**config.mk**
```make
export PLATFORM = sky130hd
export DESIGN_NAME = tone_sequencer
export DESIGN_NICKNAME = d
export VERILOG_FILES = /design/src/rtl/tone_sequencer.sv
export SDC_FILE = /design/constraint.sdc
export NUM_CORES = 1
export LEC_CHECK = 0
export CAP_MARGIN = 20
export CORE_MARGIN = 2
export CORE_UTILIZATION = 37
export CTS_CLUSTER_DIAMETER = 80
export CTS_CLUSTER_SIZE = 20
export DETAILED_ROUTE_END_ITERATION = 8
export PLACE_DENSITY_LB_ADDON = 0.2
export SLEW_MARGIN = 10
export SYNTH_ARGS = -nofsm -noshare
export SYNTH_HDL_FRONTEND = slang
export SYNTH_SLANG_ARGS = --single-unit
```
**constraint.sdc**
```tcl
create_clock -name clk -period 7.6 [get_ports clk]
set_input_delay 1.9 -clock clk [delete_from_list [all_inputs] [get_ports clk]]
set_output_delay 1.9 -clock clk [all_outputs]
set_load 0.02 [all_outputs]
```
**src/rtl/tone_sequencer.sv**
```systemverilog
`default_nettype none
// ============================================================================
// Module : tone_sequencer
// Queues {period, duration} note commands and plays them back to back on a
// pulse oscillator. Optional macro TONE_SEQ_GAP_EN adds a silent gap per note.
// Rev    : 1.0  initial release
// ============================================================================
module tone_sequencer #(
  parameter int unsigned FIFO_DEPTH = 4,
  parameter int unsigned TICK_DIV   = 48000,
  parameter int unsigned GAP_TICKS  = 1
) (
  input  logic        clk,
  input  logic        rst_n,
  input  logic        cmd_valid,
  output logic        cmd_ready,
  input  logic [31:0] cmd_period,
  input  logic [15:0] cmd_duration,
  input  logic        flush,
  output logic [31:0] count_max,
  output logic        osc_enable,
  output logic        busy,
  output logic        note_done
);

  localparam int unsigned c_ADDR_W  = $clog2(FIFO_DEPTH);
  localparam int unsigned c_PRESC_W = (TICK_DIV > 1) ? $clog2(TICK_DIV) : 1;
  localparam logic [c_PRESC_W-1:0] c_TICK_LAST = c_PRESC_W'(TICK_DIV - 1);

  typedef enum logic [1:0] {
`ifdef TONE_SEQ_GAP_EN
    S_GAP  = 2'd2,
`endif
    S_IDLE = 2'd0,
    S_PLAY = 2'd1
  } state_t;

  logic [47:0]          r_mem [FIFO_DEPTH];
  logic [c_ADDR_W:0]    r_wr_ptr;
  logic [c_ADDR_W:0]    r_rd_ptr;
  state_t               r_state;
  logic [c_PRESC_W-1:0] r_presc;
  logic [15:0]          r_rem;
  logic [31:0]          r_count_max;
  logic                 r_osc_en;
  logic                 r_busy;
  logic                 r_note_done;

  logic                 w_empty;
  logic                 w_full;
  logic                 w_push;
  logic                 w_tick;
  logic                 w_head_ok;
  logic [31:0]          w_head_period;
  logic [15:0]          w_head_dur;
  logic [c_ADDR_W:0]    w_wr_nxt;
  logic [c_ADDR_W:0]    w_rd_nxt;
  state_t               w_state_nxt;
  logic                 w_pop;
  logic                 w_load;
  logic                 w_done;
  logic                 w_silence;
  logic [c_PRESC_W-1:0] w_presc_nxt;
  logic [15:0]          w_rem_nxt;

`ifdef TONE_SEQ_GAP_EN
  localparam int unsigned c_GAP_W = $clog2(GAP_TICKS + 1);
  logic [c_GAP_W-1:0] r_gap;
  logic [c_GAP_W-1:0] w_gap_nxt;
`else
  // GAP_TICKS only matters when the gap feature is compiled in.
  if (GAP_TICKS == 0) begin : g_gap_unused
  end
`endif

  // Pointers carry a wrap bit: equal means empty, differing only in the MSB means full.
  assign w_empty   = (r_wr_ptr == r_rd_ptr);
  assign w_full    = ((r_wr_ptr ^ r_rd_ptr) == {1'b1, {c_ADDR_W{1'b0}}});
  assign cmd_ready = !w_full && !flush;
  assign w_push    = cmd_valid && cmd_ready;
  assign {w_head_period, w_head_dur} = r_mem[r_rd_ptr[c_ADDR_W-1:0]];
  assign w_head_ok = !w_empty && (w_head_dur != 16'd0);
  assign w_tick    = (r_presc == c_TICK_LAST);
  assign w_wr_nxt  = r_wr_ptr + {{c_ADDR_W{1'b0}}, w_push};
  assign w_rd_nxt  = r_rd_ptr + {{c_ADDR_W{1'b0}}, w_pop};

  always_comb begin
    w_state_nxt = r_state;
    w_pop       = 1'b0;
    w_load      = 1'b0;
    w_done      = 1'b0;
    w_silence   = 1'b0;
    w_presc_nxt = r_presc;
    w_rem_nxt   = r_rem;
`ifdef TONE_SEQ_GAP_EN
    w_gap_nxt   = r_gap;
`endif
    case (r_state)
      S_IDLE: begin
        if (!w_empty) begin
          w_pop = 1'b1;
          if (w_head_dur == 16'd0) w_done = 1'b1;
          else                     w_load = 1'b1;
        end
      end
      S_PLAY: begin
        w_presc_nxt = w_tick ? '0 : r_presc + 1'b1;
        if (w_tick) begin
          w_rem_nxt = r_rem - 16'd1;
          if (r_rem == 16'd1) begin
            w_done    = 1'b1;
`ifdef TONE_SEQ_GAP_EN
            w_silence   = 1'b1;
            w_state_nxt = S_GAP;
            w_gap_nxt   = c_GAP_W'(GAP_TICKS);
`else
            // A zero-duration head is left for IDLE so its own note_done stays separate.
            if (w_head_ok) begin
              w_pop  = 1'b1;
              w_load = 1'b1;
            end else begin
              w_silence   = 1'b1;
              w_state_nxt = S_IDLE;
            end
`endif
          end
        end
      end
`ifdef TONE_SEQ_GAP_EN
      S_GAP: begin
        w_presc_nxt = w_tick ? '0 : r_presc + 1'b1;
        if (w_tick) begin
          w_gap_nxt = r_gap - 1'b1;
          if (r_gap == c_GAP_W'(1)) begin
            if (w_head_ok) begin
              w_pop  = 1'b1;
              w_load = 1'b1;
            end else begin
              w_state_nxt = S_IDLE;
            end
          end
        end
      end
`endif
      default: w_state_nxt = S_IDLE;
    endcase
    if (w_load) begin
      w_state_nxt = S_PLAY;
      w_presc_nxt = '0;
      w_rem_nxt   = w_head_dur;
    end
  end

  always_ff @(posedge clk) begin
    if (w_push) r_mem[r_wr_ptr[c_ADDR_W-1:0]] <= {cmd_period, cmd_duration};
  end

  always_ff @(posedge clk or negedge rst_n) begin
    if (!rst_n) begin
      r_wr_ptr    <= '0;
      r_rd_ptr    <= '0;
      r_state     <= S_IDLE;
      r_presc     <= '0;
      r_rem       <= '0;
      r_count_max <= '0;
      r_osc_en    <= 1'b0;
      r_busy      <= 1'b0;
      r_note_done <= 1'b0;
`ifdef TONE_SEQ_GAP_EN
      r_gap       <= '0;
`endif
    end else if (flush) begin
      r_rd_ptr    <= r_wr_ptr;
      r_state     <= S_IDLE;
      r_presc     <= '0;
      r_rem       <= '0;
      r_osc_en    <= 1'b0;
      r_busy      <= 1'b0;
      r_note_done <= 1'b0;
`ifdef TONE_SEQ_GAP_EN
      r_gap       <= '0;
`endif
    end else begin
      r_wr_ptr    <= w_wr_nxt;
      r_rd_ptr    <= w_rd_nxt;
      r_state     <= w_state_nxt;
      r_presc     <= w_presc_nxt;
      r_rem       <= w_rem_nxt;
      r_note_done <= w_done;
      r_busy      <= (w_state_nxt != S_IDLE) || (w_wr_nxt != w_rd_nxt);
`ifdef TONE_SEQ_GAP_EN
      r_gap       <= w_gap_nxt;
`endif
      if (w_load) begin
        r_count_max <= w_head_period;
        r_osc_en    <= (w_head_period != 32'd0);
      end else if (w_silence) begin
        r_osc_en    <= 1'b0;
      end
    end
  end

  assign count_max  = r_count_max;
  assign osc_enable = r_osc_en;
  assign busy       = r_busy;
  assign note_done  = r_note_done;

endmodule
`default_nettype wire

```
## After elaboration in Yosys (flattened, before gate mapping)

Memory sizes are Yosys's and may differ from the RTL's.
Index checks and enable logic that the tools add are counted.

| word-level totals | value |
|---|---|
| output and inout bits | 36 |
| input bits | 52 |
| memories kept | 1 |
| memory bits (writable) | 192 |
| register bits | 75 |
| logic and storage cells | 78 |

| operators by class | value |
|---|---|
| reduce and logical (&&, ||, !) cells | 17 |
| equal/unequal tests | 6 |
| bitwise operators | 2 |
| $add $sub $neg | 4 |
| muxes and demuxes | 39 |

Memories:

| name | depth | bits a word | read ports | clocked after Yosys merged registers in | write ports | RTL line | RTL |
|---|---|---|---|---|---|---|---|
| r_mem | 4 | 48 | 1 | 0 | 1 | 38 | `logic [47:0] r_mem [FIFO_DEPTH];` |

Operators by type and width:

| kind | count |
|---|---|
| 16-bit 2-to-1 mux | 8 |
| 32-bit nonzero test | 1 |
| 1-bit 2-to-1 mux | 21 |
| 16-bit by 1-bit adder with 16-bit output (second input constant) | 1 |
| 16-bit by 1-bit equality test with 1-bit output (second input constant) | 1 |
| 16-bit equality test (second input constant) | 1 |
| 16-bit logical NOT | 1 |
| 16-bit nonzero test | 1 |
| 16-bit by 1-bit subtractor with 16-bit output (second input constant) | 1 |
| 2-bit 2-to-1 mux | 5 |
| 3-bit nonzero test | 3 |
| 3-bit by 1-bit adder with 3-bit output | 2 |
| 1-bit one-hot mux with 2 select lines | 3 |
| 2-bit one-hot mux with 2 select lines | 1 |
| 2-bit AND reduction | 2 |
| 3-bit equality test | 1 |
| 3-bit equality test (second input constant) | 1 |
| 1-bit logical AND | 3 |
| 1-bit logical NOT | 3 |
| 3-bit 2-to-1 mux | 1 |
| 3-bit != test | 1 |
| 3-bit XOR | 1 |
| 2-bit by 1-bit equality test with 1-bit output (second input constant) | 1 |
| 2-bit logical NOT | 1 |
| 3 further kinds | 3 |

## Longest topological paths before layout

| depth | value |
|---|---|
| depth after elaboration | 11 |
| depth in mapped cells | 14 |
| mapped depth without buffers | 13 |

## Worst setup path after synthesis

OpenSTA, ideal clock, no wires.

| timing path | value |
|---|---|
| path kind | input to register |
| start point | input flush |
| end point | memory r_mem[1][0], enable pin |
| library setup time | 0.523 ns |
| data arrival time | 6.029 ns |
| path slack | 1.048 ns |
| buffers on the path | 0 |
| stages | 3 |
| cells stage by stage | a21oi_1 nand2_1 nor3b_1 |

| on the way | value |
|---|---|
| word-level cells in the longest chain between the ends | 5 |

Ends and longest elaborated chain:

| what | RTL line | RTL |
|---|---|---|
| start, declared | 19 | `input logic flush,` |
| 1-bit logical NOT | 79 | `assign cmd_ready = !w_full && !flush;` |
| 1-bit logical AND | 79 |  |
| 1-bit logical AND | 80 | `assign w_push = cmd_valid && cmd_ready;` |
| 1-bit 2-to-1 mux | 155 | `if (w_push) r_mem[r_wr_ptr[c_ADDR_W-1:0]] <= {cmd_period, cmd_duration};` |
| 1-bit 2-to-1 mux (implied by the code) | 155 |  |
| end, declared | 38 |  |

Every way passes these cells.

## Worst setup path after layout

| timing path | value |
|---|---|
| start point | input flush |
| end point | output cmd_ready |

| on the way | value |
|---|---|
| word-level cells in the longest chain between the ends | 2 |

Ends and longest elaborated chain:

| what | RTL line | RTL |
|---|---|---|
| 1-bit logical NOT | 79 |  |
| 1-bit logical AND | 79 |  |
| end, declared | 16 | `output logic cmd_ready,` |

Every way passes these cells.

==> impl_metrics.yaml <==
clocking:
  cts_buffer_depth: 3
  cts-hold-fix-buffers: 0
  post_cts_resized: 0
  cts.sinks: 267
  cts_tree: "built"
  htreeDepth: 1
  cts_buffers: 18
  root_buffer: "clkbuf_16"
  clk-insertion-delay-late_ns: 0.51
  cts_setup_buffers: 0
  clk_pin_slew_ns: 0.08
yosys:
  synth-edff-count: 192
  yosys.area.top_type: "edfxtp_1"
  synthCells: 640
  netlist_area_um2: 10800
  synth_top_area_share_pct: 53.2
  synthDistinctLibCells: 56
  syn_avg_cell_area_um2: 16.9
  async_flop_share_pct: 28.1
  yosysWarnings: 0
  synth_ff_type: "edfxtp_1"
  yosys_register_bits: 267
  synth_nets: 699
  ys_top_cells_by_area: "edfxtp_1, dfrtp_1, mux4_2, mux2_2, nor2_1"
  synth_seq_area_share_pct: 70.5
floorplanning:
  dieArea_um2: 30700
  ios: 88
  die_height_um: 175
  core_um2: 28800
  rows: 62
  die_w_um: 175
  start_util_pct: 37.6
grt:
  antenna_found_initial: 1
  grt_pass1_wl_um: 36300
  grt_usage_pct: 15.1
  grt-ovfl-total: 0
  grt_max_degree: 76
  grt_pass1_vias: 6350
pwr:
  p_seq_share_pct: 45.5
  power_frac_clock_pct: 21.6
  swShare_pct: 32.4
  cellInternalPower_mw: 2.96
  combPwrFrac_pct: 32.9
  power.density_nw_per_um2: 344
  ir_drop_uv: 231
  power.switching_mw: 1.42
  power_leakage_nw: 4.28
cells_and_area:
  nets: 788
  fin_util_pct: 44.2
  area_growth_pct: 17.6
  drive_gt1_share_pct: 15.5
  final_common_cell: "edfxtp_1"
  final_area_um2: 12700
  n_fill_cell: 2518
  mostFrequentLayoutCells: "edfxtp_1, clkdlybuf4s50_1, dfrtp_1"
timing:
  rsz0062_at_grt: "false"
  fin_crit_sh_pct: 68.8
  fmax_mhz: 191
  maxSlewHeadroom_pct: 41.8
  finalSetupViolations: 0
  min_period_ns: 5.23
  slew_violations: 0
  worst_pin_slew_ns: 0.867
  fin_setup_tns_ns: 0
  fin_skew_ns: 0.0265
  hold_violations: 0
place:
  gp_congestion: 0.819
  dp_hpwl_um: 14200
  postPlaceCellArea_um2: 12100
  portBuffers: 87
flow_run:
  max_cap_viol_count: 0
critical_path:
  worstSetupEndpointType: "primary output"
  path_class: "in2out"
  cp-start-kind: "input pin"
  critPathRequiredTime_ns: 5.70
  crit_arrival_ns: 3.33
  cp_max_fo: 23
route:
  detail_route.vias_per_cell: 5.23
  drtAntennaViolNets: 0
  first_iter_violations: 429
  vias: 5885
  drt_wl_total_um: 22800
  drc: 0
  first_pass_iters: 7
  wl_per_cell_um: 20.3
status:
  status: "finished, final reports clean"
hold_path:
  hold_path.class: "reg2reg"
## routing by layer
metal  vias to the layer above  routed length (um)  GRT usage (%)
li1                       2701                   -              -
met1                      3031               10200           20.2
met2                       117               11100           25.3
met3                        36                 953           2.94
met4                         0                 571           4.24
met5                         -                   0              0
## final timing paths
| check | startpoint | to | slack, ns | cells past startpoint |
|---|---|---|---|---|
| max | flush | cmd_ready | 2.37 | 4 |
| min | count_max[29] | count_max[29] | 0.49 | 1 |
| max reg2reg | r_rd_ptr[0] | busy | 3.86 | 13 |
| min reg2reg | count_max[29] | count_max[29] | 0.49 | 1 |
| max in group asynchronous | rst_n | count_max[17] | 5.64 | 2 |
| min in group asynchronous | rst_n | count_max[24] | 1.33 | 1 |
## logic make-up (layout without fill, tap and decap cells)
| family | count (synthesis) | in the layout | synth area share (%) |
|---|---|---|---|
| other cells | 1 | 2 | 0.0346 |
| buf+inv | 38 | 138 | 1.69 |
| simple gates | 154 | 154 | 7.66 |
| flops | 267 | 267 | 70.5 |
| xor+xnor | 19 | 19 | 1.54 |
| mux | 81 | 81 | 13.4 |
| compound gates | 73 | 73 | 4.32 |
| fa+ha+maj | 7 | 7 | 0.808 |
## sequential cells by signal, indices dropped and copies added (netlist names), 2 cells and up
| signal | count |
|---|---|
| r_wr_ptr | 3 |
| r_presc | 16 |
| r_state | 2 |
| r_mem | 192 |
| r_rem | 16 |
| count_max | 32 |
| r_rd_ptr | 3 |
## cell usage after synthesis, types with 3 or more instances
master      n
xor2_1      9
nor2_1     40
a211oi_1    9
nor2b_1     3
nand4_1     9
xnor2_1    10
o31ai_1     4
edfxtp_1  192
dfrtp_1    75
clkbuf_1   12
a21oi_1    19
mux4_2     48
o21ai_0    17
a32oi_1     3
mux2_1     12
nand3_1    12
a31oi_1     4
inv_1       9
ha_1        7
buf_1       6
and3_1     10
nor3_1     12
and4_1      4
nand2_1    26
buf_6       4
o211ai_1    3
buf_2       5
or3_1       9
mux2_2     21
nor3b_1     3
nor4_1     13
## power by group through the flow
stage | Clock (mW) | Combinational [mW] | Sequential, mW
finish | 0.948 | 1.44 | 1.99
floorplan | 0 | 0.870 | 2.09
global placement | 0 | 1.38 | 2.06
detailed placement | 0 | 1.39 | 2.07
global route | 1.03 | 1.56 | 2.03
CTS | 0.974 | 1.40 | 2.04
## cell type report
cell class                 instances  area (um^2)  share of cell area, %
timing repair buffer              97         1000                   7.88
sequential                       267         7650                   60.1
clock inverter                     5         56.3                  0.442
tap                              384          480                   3.77
inverter                          10         37.5                  0.295
clock buffer                      26          480                   3.77
multi-input combinational        335         3030                   23.8
antenna                            1         2.50                 0.0197
## metrics by stage
stage               setup slack, ns  power (mW)  hold WS (ns)  instances
detailed placement             2.35        3.47         0.477       1090
finish                         2.37        4.38         0.492       1125
global placement               2.34        3.44         0.472       1090
global route                   2.30        4.62         0.522       1124
CTS                            2.35        4.42         0.496       1121
floorplan                      1.05        2.96         0.515        640
## worst max-delay path, stage by stage
cell and delay (ns):
clkdlybuf4s50_1 0.39, buf_4 0.22, a21oi_1 0.18, clkdlybuf4s50_1 0.63
Note: power is estimated with default switching activity, not from simulation.
